[src/rtl/csr_file.sv]
// Machine-mode CSR register file for the RV32I core.
// Combinational reads, edge-committed writes, 64-bit counters, trap/MRET state.
module csr_file #(
    parameter logic [31:0] HART_ID     = 32'd0,
    parameter logic [31:0] MTVEC_RESET = 32'h0000_0000
) (
    input  logic        clk,
    input  logic        rst,
    input  logic [11:0] csr_addr,
    input  logic        csr_read_enable,
    input  logic        csr_write_enable,
    input  logic [31:0] csr_write_data,
    output logic [31:0] csr_read_data,
    output logic        csr_valid,
    input  logic        instr_retired,
    input  logic        trap_enter,
    input  logic [31:0] trap_pc,
    input  logic [31:0] trap_cause,
    input  logic [31:0] trap_val,
    input  logic        mret,
    input  logic        ext_irq,
    input  logic        timer_irq,
    input  logic        sw_irq,
    output logic [31:0] mtvec_out,
    output logic [31:0] mepc_out,
    output logic        mie_global
);

    localparam logic [11:0] A_MSTATUS   = 12'h300;
    localparam logic [11:0] A_MISA      = 12'h301;
    localparam logic [11:0] A_MIE       = 12'h304;
    localparam logic [11:0] A_MTVEC     = 12'h305;
    localparam logic [11:0] A_MSCRATCH  = 12'h340;
    localparam logic [11:0] A_MEPC      = 12'h341;
    localparam logic [11:0] A_MCAUSE    = 12'h342;
    localparam logic [11:0] A_MTVAL     = 12'h343;
    localparam logic [11:0] A_MIP       = 12'h344;
    localparam logic [11:0] A_MCYCLE    = 12'hB00;
    localparam logic [11:0] A_MINSTRET  = 12'hB02;
    localparam logic [11:0] A_MCYCLEH   = 12'hB80;
    localparam logic [11:0] A_MINSTRETH = 12'hB82;
    localparam logic [11:0] A_CYCLE     = 12'hC00;
    localparam logic [11:0] A_INSTRET   = 12'hC02;
    localparam logic [11:0] A_CYCLEH    = 12'hC80;
    localparam logic [11:0] A_INSTRETH  = 12'hC82;
    localparam logic [11:0] A_MVENDORID = 12'hF11;
    localparam logic [11:0] A_MARCHID   = 12'hF12;
    localparam logic [11:0] A_MIMPID    = 12'hF13;
    localparam logic [11:0] A_MHARTID   = 12'hF14;

    localparam logic [31:0] MISA_VALUE  = 32'h4000_0100;

    logic        mstatus_mie;
    logic        mstatus_mpie;
    logic        mie_meie;
    logic        mie_mtie;
    logic        mie_msie;
    logic [31:0] mtvec_q;
    logic [31:0] mscratch_q;
    logic [31:0] mepc_q;
    logic [31:0] mcause_q;
    logic [31:0] mtval_q;
    logic [63:0] mcycle_q;
    logic [63:0] minstret_q;

    logic [31:0] mstatus_rd;
    logic [31:0] mie_rd;
    logic [31:0] mip_rd;

    logic        addr_hit;
    logic        addr_writable;
    logic [31:0] rdata;
    logic        wr_en;

    logic        wr_mstatus;
    logic        wr_mie;
    logic        wr_mtvec;
    logic        wr_mscratch;
    logic        wr_mepc;
    logic        wr_mcause;
    logic        wr_mtval;
    logic        wr_mcycle_lo;
    logic        wr_mcycle_hi;
    logic        wr_minstret_lo;
    logic        wr_minstret_hi;

    // MPP is hardwired to M-mode; only MIE and MPIE hold state
    assign mstatus_rd = {19'd0, 2'b11, 3'd0, mstatus_mpie,
                         3'd0, mstatus_mie, 3'd0};
    assign mie_rd     = {20'd0, mie_meie, 3'd0, mie_mtie,
                         3'd0, mie_msie, 3'd0};
    assign mip_rd     = {20'd0, ext_irq, 3'd0, timer_irq,
                         3'd0, sw_irq, 3'd0};

    // Address decode: implemented flag, writability and read mux
    always_comb begin
        addr_hit      = 1'b1;
        addr_writable = 1'b0;
        rdata         = 32'd0;
        unique case (csr_addr)
            A_MSTATUS: begin
                rdata         = mstatus_rd;
                addr_writable = 1'b1;
            end
            A_MISA:     rdata = MISA_VALUE;
            A_MIE: begin
                rdata         = mie_rd;
                addr_writable = 1'b1;
            end
            A_MTVEC: begin
                rdata         = mtvec_q;
                addr_writable = 1'b1;
            end
            A_MSCRATCH: begin
                rdata         = mscratch_q;
                addr_writable = 1'b1;
            end
            A_MEPC: begin
                rdata         = mepc_q;
                addr_writable = 1'b1;
            end
            A_MCAUSE: begin
                rdata         = mcause_q;
                addr_writable = 1'b1;
            end
            A_MTVAL: begin
                rdata         = mtval_q;
                addr_writable = 1'b1;
            end
            A_MIP:      rdata = mip_rd;
            A_MCYCLE: begin
                rdata         = mcycle_q[31:0];
                addr_writable = 1'b1;
            end
            A_MINSTRET: begin
                rdata         = minstret_q[31:0];
                addr_writable = 1'b1;
            end
            A_MCYCLEH: begin
                rdata         = mcycle_q[63:32];
                addr_writable = 1'b1;
            end
            A_MINSTRETH: begin
                rdata         = minstret_q[63:32];
                addr_writable = 1'b1;
            end
            A_CYCLE:     rdata = mcycle_q[31:0];
            A_INSTRET:   rdata = minstret_q[31:0];
            A_CYCLEH:    rdata = mcycle_q[63:32];
            A_INSTRETH:  rdata = minstret_q[63:32];
            A_MVENDORID: rdata = 32'd0;
            A_MARCHID:   rdata = 32'd0;
            A_MIMPID:    rdata = 32'd0;
            A_MHARTID:   rdata = HART_ID;
            default: begin
                addr_hit = 1'b0;
                rdata    = 32'd0;
            end
        endcase
    end

    assign csr_valid     = csr_read_enable & addr_hit;
    assign csr_read_data = rdata;
    assign wr_en         = csr_write_enable & csr_valid & addr_writable;

    // Per-register write strobes
    always_comb begin
        wr_mstatus     = wr_en && (csr_addr == A_MSTATUS);
        wr_mie         = wr_en && (csr_addr == A_MIE);
        wr_mtvec       = wr_en && (csr_addr == A_MTVEC);
        wr_mscratch    = wr_en && (csr_addr == A_MSCRATCH);
        wr_mepc        = wr_en && (csr_addr == A_MEPC);
        wr_mcause      = wr_en && (csr_addr == A_MCAUSE);
        wr_mtval       = wr_en && (csr_addr == A_MTVAL);
        wr_mcycle_lo   = wr_en && (csr_addr == A_MCYCLE);
        wr_mcycle_hi   = wr_en && (csr_addr == A_MCYCLEH);
        wr_minstret_lo = wr_en && (csr_addr == A_MINSTRET);
        wr_minstret_hi = wr_en && (csr_addr == A_MINSTRETH);
    end

    // mstatus interrupt-enable stack: trap beats mret beats CSR write
    always_ff @(posedge clk or posedge rst) begin
        if (rst) begin
            mstatus_mie  <= 1'b0;
            mstatus_mpie <= 1'b0;
        end else if (trap_enter) begin
            mstatus_mpie <= mstatus_mie;
            mstatus_mie  <= 1'b0;
        end else if (mret) begin
            mstatus_mie  <= mstatus_mpie;
            mstatus_mpie <= 1'b1;
        end else if (wr_mstatus) begin
            mstatus_mie  <= csr_write_data[3];
            mstatus_mpie <= csr_write_data[7];
        end
    end

    // Interrupt enables: only MEIE/MTIE/MSIE exist
    always_ff @(posedge clk or posedge rst) begin
        if (rst) begin
            mie_meie <= 1'b0;
            mie_mtie <= 1'b0;
            mie_msie <= 1'b0;
        end else if (wr_mie) begin
            mie_meie <= csr_write_data[11];
            mie_mtie <= csr_write_data[7];
            mie_msie <= csr_write_data[3];
        end
    end

    // Trap vector: reserved MODE encodings collapse to direct mode
    always_ff @(posedge clk or posedge rst) begin
        if (rst) begin
            mtvec_q <= MTVEC_RESET;
        end else if (wr_mtvec) begin
            mtvec_q <= {csr_write_data[31:2], 1'b0,
                        csr_write_data[1:0] == 2'b01};
        end
    end

    // Scratch register, untouched by traps
    always_ff @(posedge clk or posedge rst) begin
        if (rst) begin
            mscratch_q <= 32'd0;
        end else if (wr_mscratch) begin
            mscratch_q <= csr_write_data;
        end
    end

    // Trap capture registers: trap entry overrides software writes
    always_ff @(posedge clk or posedge rst) begin
        if (rst) begin
            mepc_q   <= 32'd0;
            mcause_q <= 32'd0;
            mtval_q  <= 32'd0;
        end else if (trap_enter) begin
            mepc_q   <= {trap_pc[31:2], 2'b00};
            mcause_q <= trap_cause;
            mtval_q  <= trap_val;
        end else begin
            if (wr_mepc) begin
                mepc_q <= {csr_write_data[31:2], 2'b00};
            end
            if (wr_mcause) begin
                mcause_q <= csr_write_data;
            end
            if (wr_mtval) begin
                mtval_q <= csr_write_data;
            end
        end
    end

    // Cycle counter: a write to either half replaces it and skips the tick
    always_ff @(posedge clk or posedge rst) begin
        if (rst) begin
            mcycle_q <= 64'd0;
        end else if (wr_mcycle_lo) begin
            mcycle_q[31:0] <= csr_write_data;
        end else if (wr_mcycle_hi) begin
            mcycle_q[63:32] <= csr_write_data;
        end else begin
            mcycle_q <= mcycle_q + 64'd1;
        end
    end

    // Retired-instruction counter, same write/skip rule as mcycle
    always_ff @(posedge clk or posedge rst) begin
        if (rst) begin
            minstret_q <= 64'd0;
        end else if (wr_minstret_lo) begin
            minstret_q[31:0] <= csr_write_data;
        end else if (wr_minstret_hi) begin
            minstret_q[63:32] <= csr_write_data;
        end else if (instr_retired) begin
            minstret_q <= minstret_q + 64'd1;
        end
    end

    assign mtvec_out  = mtvec_q;
    assign mepc_out   = mepc_q;
    assign mie_global = mstatus_mie;

endmodule

[config.mk]
export PLATFORM = sky130hd
export DESIGN_NAME = csr_file
export DESIGN_NICKNAME = d
export VERILOG_FILES = /design/src/rtl/csr_file.sv
export SDC_FILE = /design/constraint.sdc
export NUM_CORES = 1
export LEC_CHECK = 0
export ABC_AREA = 1
export CAP_MARGIN = 5
export CORE_MARGIN = 2
export CORE_UTILIZATION = 45
export DETAILED_ROUTE_END_ITERATION = 10
export MAX_ROUTING_LAYER = met4
export PLACE_DENSITY = 0.77
export SLEW_MARGIN = 30
export SYNTH_ARGS = -nofsm -noshare
export SYNTH_HDL_FRONTEND = slang
export SYNTH_SLANG_ARGS = --single-unit
export TNS_END_PERCENT = 30
[constraint.sdc]
create_clock -name clk -period 13.62 [get_ports clk]
set_clock_uncertainty 0.1 [all_clocks]
set_input_delay 1.362 -clock clk [delete_from_list [all_inputs] [get_ports clk]]
set_output_delay 1.362 -clock clk [all_outputs]
set_load 0.01 [all_outputs]
Word level (Yosys, flattened, before mapping). Cells that the tools add are included.

Flip-flop bits (word level): 292. Latch bits: 0. Memory bits (writable): 0. Memory bits (read-only): 0. Output and inout port bits: 98. Memories: 0.

Add/subtract/negate cells: 2. Multiply operators: 0. Div/mod/pow operators: 0. Magnitude comparators: 0. Equal/unequal tests: 24. Shifts and indexed selects: 0. Muxes and demuxes: 22. Bitwise gates (word level): 4. Reduce and logical (&&, ||, !) cells: 25.

Operator list (number): $pmux W32 S13 (1); $mux W32 (12); $eq A12 B12 Y1 const B (12); $add A64 B1 Y64 const B (2); $eq A12 B10 Y1 const B (9); $mux W64 (1); $reduce_or A21 Y1 (1); $logic_and A1 B1 Y1 (11); $reduce_or A11 Y1 (1); $reduce_bool A2 Y1 (5); $mux W1 (8); $reduce_or A2 Y1 (4); $ne A2 B2 Y1 const B (2); $reduce_and A2 Y1 (2); $and A1 B1 Y1 (3); $reduce_bool A3 Y1 (1); $eq A2 B1 Y1 const B (1); $not A1 Y1 (1).

Logic depth before layout (Yosys ltp). Gate-level depths: netlist (run 1).

Word-level depth: 10. Depth in mapped cells: 17.

Least setup slack after synthesis (run 1). No wires, ideal clock.

Kind: input port to output port. From: input port csr_addr[9]. To: output port csr_read_data[8]. Arrival: 2.814 ns. Data required time: 12.158 ns. Path slack: 9.344 ns. Stages: 10. Buffers on the path: 2. Cell sequence: nand2_1 > inv_2 > nand2_1 > nor2_1 > nand2_1 > clkbuf_1 > clkbuf_1 > nor2_1 > a2111oi_0 > nand2_1.

Word-level cells in the longest chain between the ends: 3.

Ends and longest elaborated chain: start, declared (line 9) `input logic [11:0] csr_addr,`; $eq A12 B12 Y1 (line 100) `unique case (csr_addr)`; $reduce_or A2 Y1 (no line); $pmux W32 S13 (*) (line 100); end, declared (line 13) `output logic [31:0] csr_read_data,`.

Mark *: on every way between the ends. The rest lies on a longest branch, timed or not.

Worst setup path in the final report (run 1).
From: input port csr_addr[2]. To: output port csr_read_data[9].

The elaborated chain is that of the path after synthesis.

==> impl_metrics.csv, run 1 <==
group,metric,value,unit
run_status,run_status,"completed",
timing,rsz0062_at_grt,"no",
global_routing,grt_pass1_wl,134.0,mm
synth,ys_seq_area_frac,0.3902,
die,ioPinCount,248,
clocking,cts_root_buffer,"clkbuf_16",
synth,synth-edff-count,0,
timing,min_period_over_period,0.4990,
synth,synth_cell_type_count,45,
finish,area_delta_synth_final,22.22,%
synth,ys.warnings.count,0,
flow_run,drv_cap,0,
global_routing,grt_overflow,0,
clocking,post_cts_buffers,0,
clocking,clockBufferDepth,3,
die,die_x,207.3,µm
synth,synth_seq_cells,290,
clocking,cts.sinks,290,
timing,finalSetupViolCount,0,
die,start_util,0.4554,
global_routing,grt_use_total,0.4379,
detailed_routing,dr.pass1.iters,6,
detailed_routing,ant_nets,0,
timing,fin_tns_setup,0,ns
global_routing,grt_pass1_vias,19700,
synth,yosysTopAreaCell,"dfrtp_1",
synth,synthCells,2730,
finish,nets,3062,
setup_path,critPathLaunchType,"input port",
synth,syn_area,18600,µm²
setup_path,worstPathMaxFanout,35,
global_routing,antenna_found_initial,2,
clocking,clk_pin_slew_worst_paths,0.06,ns
clocking,cts_tree,"done",
place,place.port_buffers,242,
clocking,ctsResizeCount,0,
setup_path,worst-setup-path-type,"input port to output port",
place,dp_hpwl,69.89,mm
timing,tightest_slew,1.059,ns
setup_path,cp.required,12.16,ns
synth,synth-main-ff-cell,"dfrtp_1",
synth,async_flop_share,1.000,
global_routing,grt_max_degree,88,
die,die_h,207.3,µm
die,core,40830,µm²
detailed_routing,avgRoutedWirePerCell,26.85,µm
pwr,ir_worst_vdd,0.1018,mV
die,dieArea,42970,µm²
setup_path,setup.worst_path.end_class,"output port",
place,place_congestion,1.060,
finish,drive_gt1_frac,0.04327,
detailed_routing,wirelength,93.12,mm
finish,nFillCells,3867,
clocking,clock_latency,0.56,ns
timing,post-route-min-period,6.796,ns
pwr,power_leakage,9.873,nW
pwr,pwr_density_cell,100.9,nW/µm²
detailed_routing,drcViolationCount,0,
clocking,cts_hold_repair.buffers,0,
hold_path,hold_class,"flop to flop",
setup_path,cp.arrival,5.33,ns
timing,max_freq,147.1,MHz
detailed_routing,viasPerCell,6.105,
clocking,cts_max_level,2,
timing,hold_viol,0,
synth,synth.avg_cell_area,6.812,µm²
synth,synth_top_area_share,0.3902,
detailed_routing,via_count,21170,
die,rows,74,
timing,finalMaxSlewViolations,0,
synth,synth_area_leaders,"dfrtp_1, nand2_1, nor2_1",
clocking,cts_buffers,36,
detailed_routing,drt_iter0_drc,3113,
finish,stdcell_area,22730,µm²
place,postPlaceCellArea,21410,µm²
timing,slew_headroom,0.2915,
[placed cells by master (no fill, tap or decap), drive strengths merged, types with 43 or more instances in the layout]
cell	instances
nor2	270
xnor2	43
xor2	78
clkbuf	45
nand2	898
dfrtp	290
nand3	122
o21ai	264
clkdlybuf4s50	241
nor3	51
nand4	102
inv	234
a21oi	109
[synth_stat cells (2+ instances only)]
master and number:
a211oi_1 6, a21oi_1 109, a221oi_1 20, a22o_1 4, a22oi_1 32, a31oi_1 9, a32o_1 3, buf_1 6
buf_2 38, buf_4 4, clkbuf_1 84, clkinv_1 3, dfrtp_1 290, ha_1 2, inv_1 214, inv_2 18
nand2_1 897, nand3_1 120, nand4_1 102, nor2_1 263, nor2_2 5, nor2_4 2, nor3_1 51, nor3b_1 2
nor4_1 4, o2111ai_1 10, o211ai_1 10, o21a_1 6, o21ai_0 183, o21ai_1 81, o221ai_1 2, o22ai_1 17
or2_2 2, xnor2_1 43, xor2_1 78
[routing by layer]
layer | global-route usage | routed length [µm]
met5 | - | 0
met4 | 0.2500 | 6506
met3 | 0.07882 | 10720
met2 | 0.6470 | 40720
met1 | 0.5665 | 35170
[worst max-delay path, cell delays in order]
cell and delay (ns):
clkdlybuf4s50_1 0.46, inv_2 0.08, nand2_1 0.09, nor2_2 0.31, nand3_1 0.18, inv_2 0.59, nor2_1 0.11, buf_4 0.25
inv_1 0.79, nand2_1 0.10, nand4_1 0.15, nor3_1 0.06, o21ai_0 0.13, clkdlybuf4s50_1 0.61
[area by class of cell]
cell class,instances,area (µm²),area share
Multi-Input combinational cell,2074,9936,0.4372
Timing Repair Buffer,273,2668,0.1174
Sequential cell,290,7257,0.3193
Clock inverter,18,315.3,0.01387
Inverter,235,889.6,0.03914
Antenna cell,1,2.502,0.0001101
Clock buffer,45,994.7,0.04377
Tap cell,532,665.6,0.02929
[path summary, 6_finish.rpt]
path | from | to | slack [ns] | depth (start not counted)
min reg2reg | mcause_q[5] | mcause_q[5] | 0.39 | 2
max in group asynchronous | rst | mcycle_q[20] | 10.86 | 3
max | csr_addr[2] | csr_read_data[9] | 6.82 | 14
max reg2reg | mcycle_q[0] | mcycle_q[58] | 10.17 | 13
min | mcause_q[5] | mcause_q[5] | 0.39 | 2
min in group asynchronous | rst | minstret_q[22] | 1.18 | 2
[registers in the layout, indices dropped and copies added, names as in the netlist]
| register | flops |
|---|---|
| mie_mtie | 1 |
| mie_msie | 1 |
| mcause_q | 32 |
| minstret_q | 64 |
| mtval_q | 32 |
| mie_meie | 1 |
| mstatus_mpie | 1 |
| mscratch_q | 32 |
| mepc_out | 30 |
| mie_global | 1 |
| mtvec_out | 31 |
| mcycle_q | 64 |
[through the flow]
step                      total power (W)  setup WS (ns)  hold slack, ns  utilization  cells
after floorplan                  0.001064          4.152          0.3488            -   2732
after global placement           0.001201          6.992          0.3654       0.5239   3403
after detailed placement         0.001207          6.966          0.3782       0.5243   3404
after CTS                        0.002283          6.955          0.3924       0.5564   3467
after global routing             0.002342          6.693          0.4091       0.5566   3468
final                            0.002292          6.824          0.3950       0.5566   3468
[where the power goes]
part	total, W	internal (W)	leakage [nW]	switching [W]
combinational	0.000247	0.0000975	5.58	0.000149
sequential	0.000957	0.000903	3.65	0.0000537
clock	0.00109	0.000672	0.643	0.000417
[logic make-up (layout without fill, tap and decap cells)]
family | Yosys count | in the layout | share of synthesized area
xor+xnor | 121 | 121 | 0.05699
flops | 290 | 290 | 0.3902
fa+ha+maj | 2 | 2 | 0.001345
other cells | 1 | 4 | 0.0002016
simple gates | 1453 | 1453 | 0.3227
buf+inv | 368 | 571 | 0.07771
compound gates | 495 | 495 | 0.1508
Power figures use the tool's default switching activity.
==> run 2: changes to the inputs <==
==> constraint.sdc (replaced) <==
create_clock -name clk -period 6.4 [get_ports clk]
set_clock_uncertainty 0.1 [all_clocks]
set_input_delay 0.64 -clock clk [delete_from_list [all_inputs] [get_ports clk]]
set_output_delay 0.64 -clock clk [all_outputs]
set_load 0.01 [all_outputs]
==> impl_metrics.csv, run 2 (synthesis results as in run 1) <==
group,metric,value,unit
clocking,cts_tree,"done",
die,ioPinCount,248,
global_routing,grt_overflow,0,
timing,slew_headroom,0.2936,
detailed_routing,ant_nets,0,
timing,post-route-min-period,4.999,ns
timing,fin_ws,1.401,ns
setup_path,timing.rr.end,"mcycle_q[58]",
setup_path,setup.worst_path.end_class,"output port",
clocking,clk_pin_slew_worst_paths,0.06,ns
detailed_routing,wirelength,93.25,mm
setup_path,worstPathMaxFanout,14,
timing,finalSetupViolCount,0,
finish,regArea,7257,µm²
detailed_routing,viasPerCell,6.111,
place,placedCellCount,3406,
timing,tightest_slew,1.050,ns
clocking,clockBufferDepth,3,
run_status,run_status,"completed",
place,dp_hpwl,70.90,mm
setup_path,critPathLaunchType,"input port",
finish,layout_common_cells,"nand2_1, dfrtp_1, nor2_1, clkdlybuf4s50_1, inv_1",
pwr,internal_power,0.003431,W
clocking,post_cts_buffers,0,
timing,max_freq,200.0,MHz
finish,drive_gt1_frac,0.04352,
global_routing,grt_max_degree,152,
place,place_congestion,1.064,
pwr,p_sw,0.001327,W
setup_path,cp.required,5.66,ns
detailed_routing,drcViolationCount,0,
setup_path,critPathLaunch,"csr_addr[11]",
setup_path,worst-setup-path-type,"input port to output port",
finish,area_delta_synth_final,22.34,%
place,dp_slack,1.639,ns
finish,reg_top3,"mcycle_q x64, minstret_q x64",
finish,stdcell_area,22750,µm²
finish,final_common_cell,"nand2_1",
clocking,cts_buffers,36,
timing,min_period_over_period,0.7811,
die,die_h,207.3,µm
pwr,ir_worst_vdd,0.1751,mV
setup_path,timing.rr.start,"mcycle_q[1]",
global_routing,grt_use_total,0.4372,
setup_path,r2r_cells,13,
timing,fin_tns_setup,0,ns
detailed_routing,via_count,21250,
die,dieArea,42970,µm²
pwr,combinationalPowerShare,0.110,
timing,finalHoldWorstSlack,0.3899,ns
pwr,power_leakage,9.891,nW
pwr,pwr_density_cell,209.1,nW/µm²
die,rows,74,
flow_run,drv_cap,0,
pwr,p_seq_frac,0.428,
detailed_routing,drt_iter0_drc,2831,
die,core,40830,µm²
global_routing,grt_pass1_wl,133.8,mm
detailed_routing,dr.pass1.iters,6,
finish,final_cells,3477,
global_routing,grt_pass1_vias,19880,
timing,hold_viol,0,
clocking,cts_hold_repair.buffers,0,
detailed_routing,avgRoutedWirePerCell,26.82,µm
clocking,cts_root_buffer,"clkbuf_16",
timing,rsz0062_at_grt,"no",
clocking,cts.sinks,290,
die,die_x,207.3,µm
hold_path,hold_class,"flop to flop",
finish,nets,3066,
clocking,cts_max_level,2,
place,postPlaceCellArea,21440,µm²
place,place.port_buffers,242,
pwr,pwr-share-clk,0.462,
die,start_util,0.4554,
hold_path,min_from,"mtval_q[3]",
setup_path,endpoint,"csr_read_data[13]",
clocking,clock_latency,0.59,ns
pwr,netSwitchingFraction,0.2789,
setup_path,cp.arrival,4.26,ns
finish,nFillCells,3944,
timing,finalMaxSlewViolations,0,
global_routing,antenna_found_initial,4,
setup_path,reg2reg_slack,2.54,ns
clocking,ctsResizeCount,0,
finish,multiInputGateArea,9943,µm²
==> run 2: cell types whose count changed in the layout (fill, tap and decap cells not counted), moves of 2 or more <==
cell,before,now
buf_12,0,2
buf_16,0,2
buf_4,29,32
buf_6,2,0
bufinv_16,8,3
clkbuf_1,3,9
clkbuf_8,6,9
diode_2,1,4
inv_16,0,2
==> run 2: cell type report <==
type                    count  share of cell area
multi-input cells        2074              0.4370
flip-flops and latches    290              0.3190
repair buffers            277              0.1208
clock buffers              55             0.04762
inverters                 235             0.03894
well taps                 532             0.02926
clock inverters            10            0.006984
diodes                      4           0.0004399
==> run 2: through the flow <==
step,util,power (W)
CTS,0.5556,0.004733
global placement,0.5251,0.002558
global route,0.5572,0.004874
finish,0.5572,0.004758
floorplan,-,0.002264
detailed placement,0.5252,0.002567
==> run 2: routing by layer <==
metal	global-route usage	up-vias	part of all wire
li1	-	9357	-
met1	0.5493	10110	0.38
met2	0.6492	1495	0.44
met3	0.09062	286	0.11
met4	0.2648	0	0.071
met5	-	-	0
==> run 2: worst min path at each step <==
stage / end / depth (start not counted)
global route: mie_mtie / 2
finish: mtval_q[3] / 2
global placement: minstret_q[62] / 2
detailed placement: mie_mtie / 2
CTS: mie_mtie / 2
floorplan: minstret_q[62] / 2
==> run 2: critical path: stages <==
cell             delay, ns
clkdlybuf4s50_1       0.55
nor2_1                0.07
nand2_1               0.13
nor2_1                0.12
nand2_1               0.07
buf_4                 0.27
clkinv_1              0.50
nand2_1               0.21
o211ai_1              0.11
a211oi_1              0.63
nand4_1               0.36
clkdlybuf4s50_1       0.59
==> run 2: power groups by stage <==
stage	clock network, W	registers, W	logic, W
after floorplan	0	0.00202	0.000242
after global placement	0	0.00206	0.000498
after detailed placement	0	0.00206	0.000506
after CTS	0.00219	0.00203	0.000510
after global routing	0.00227	0.00204	0.000564
final	0.00220	0.00204	0.000522
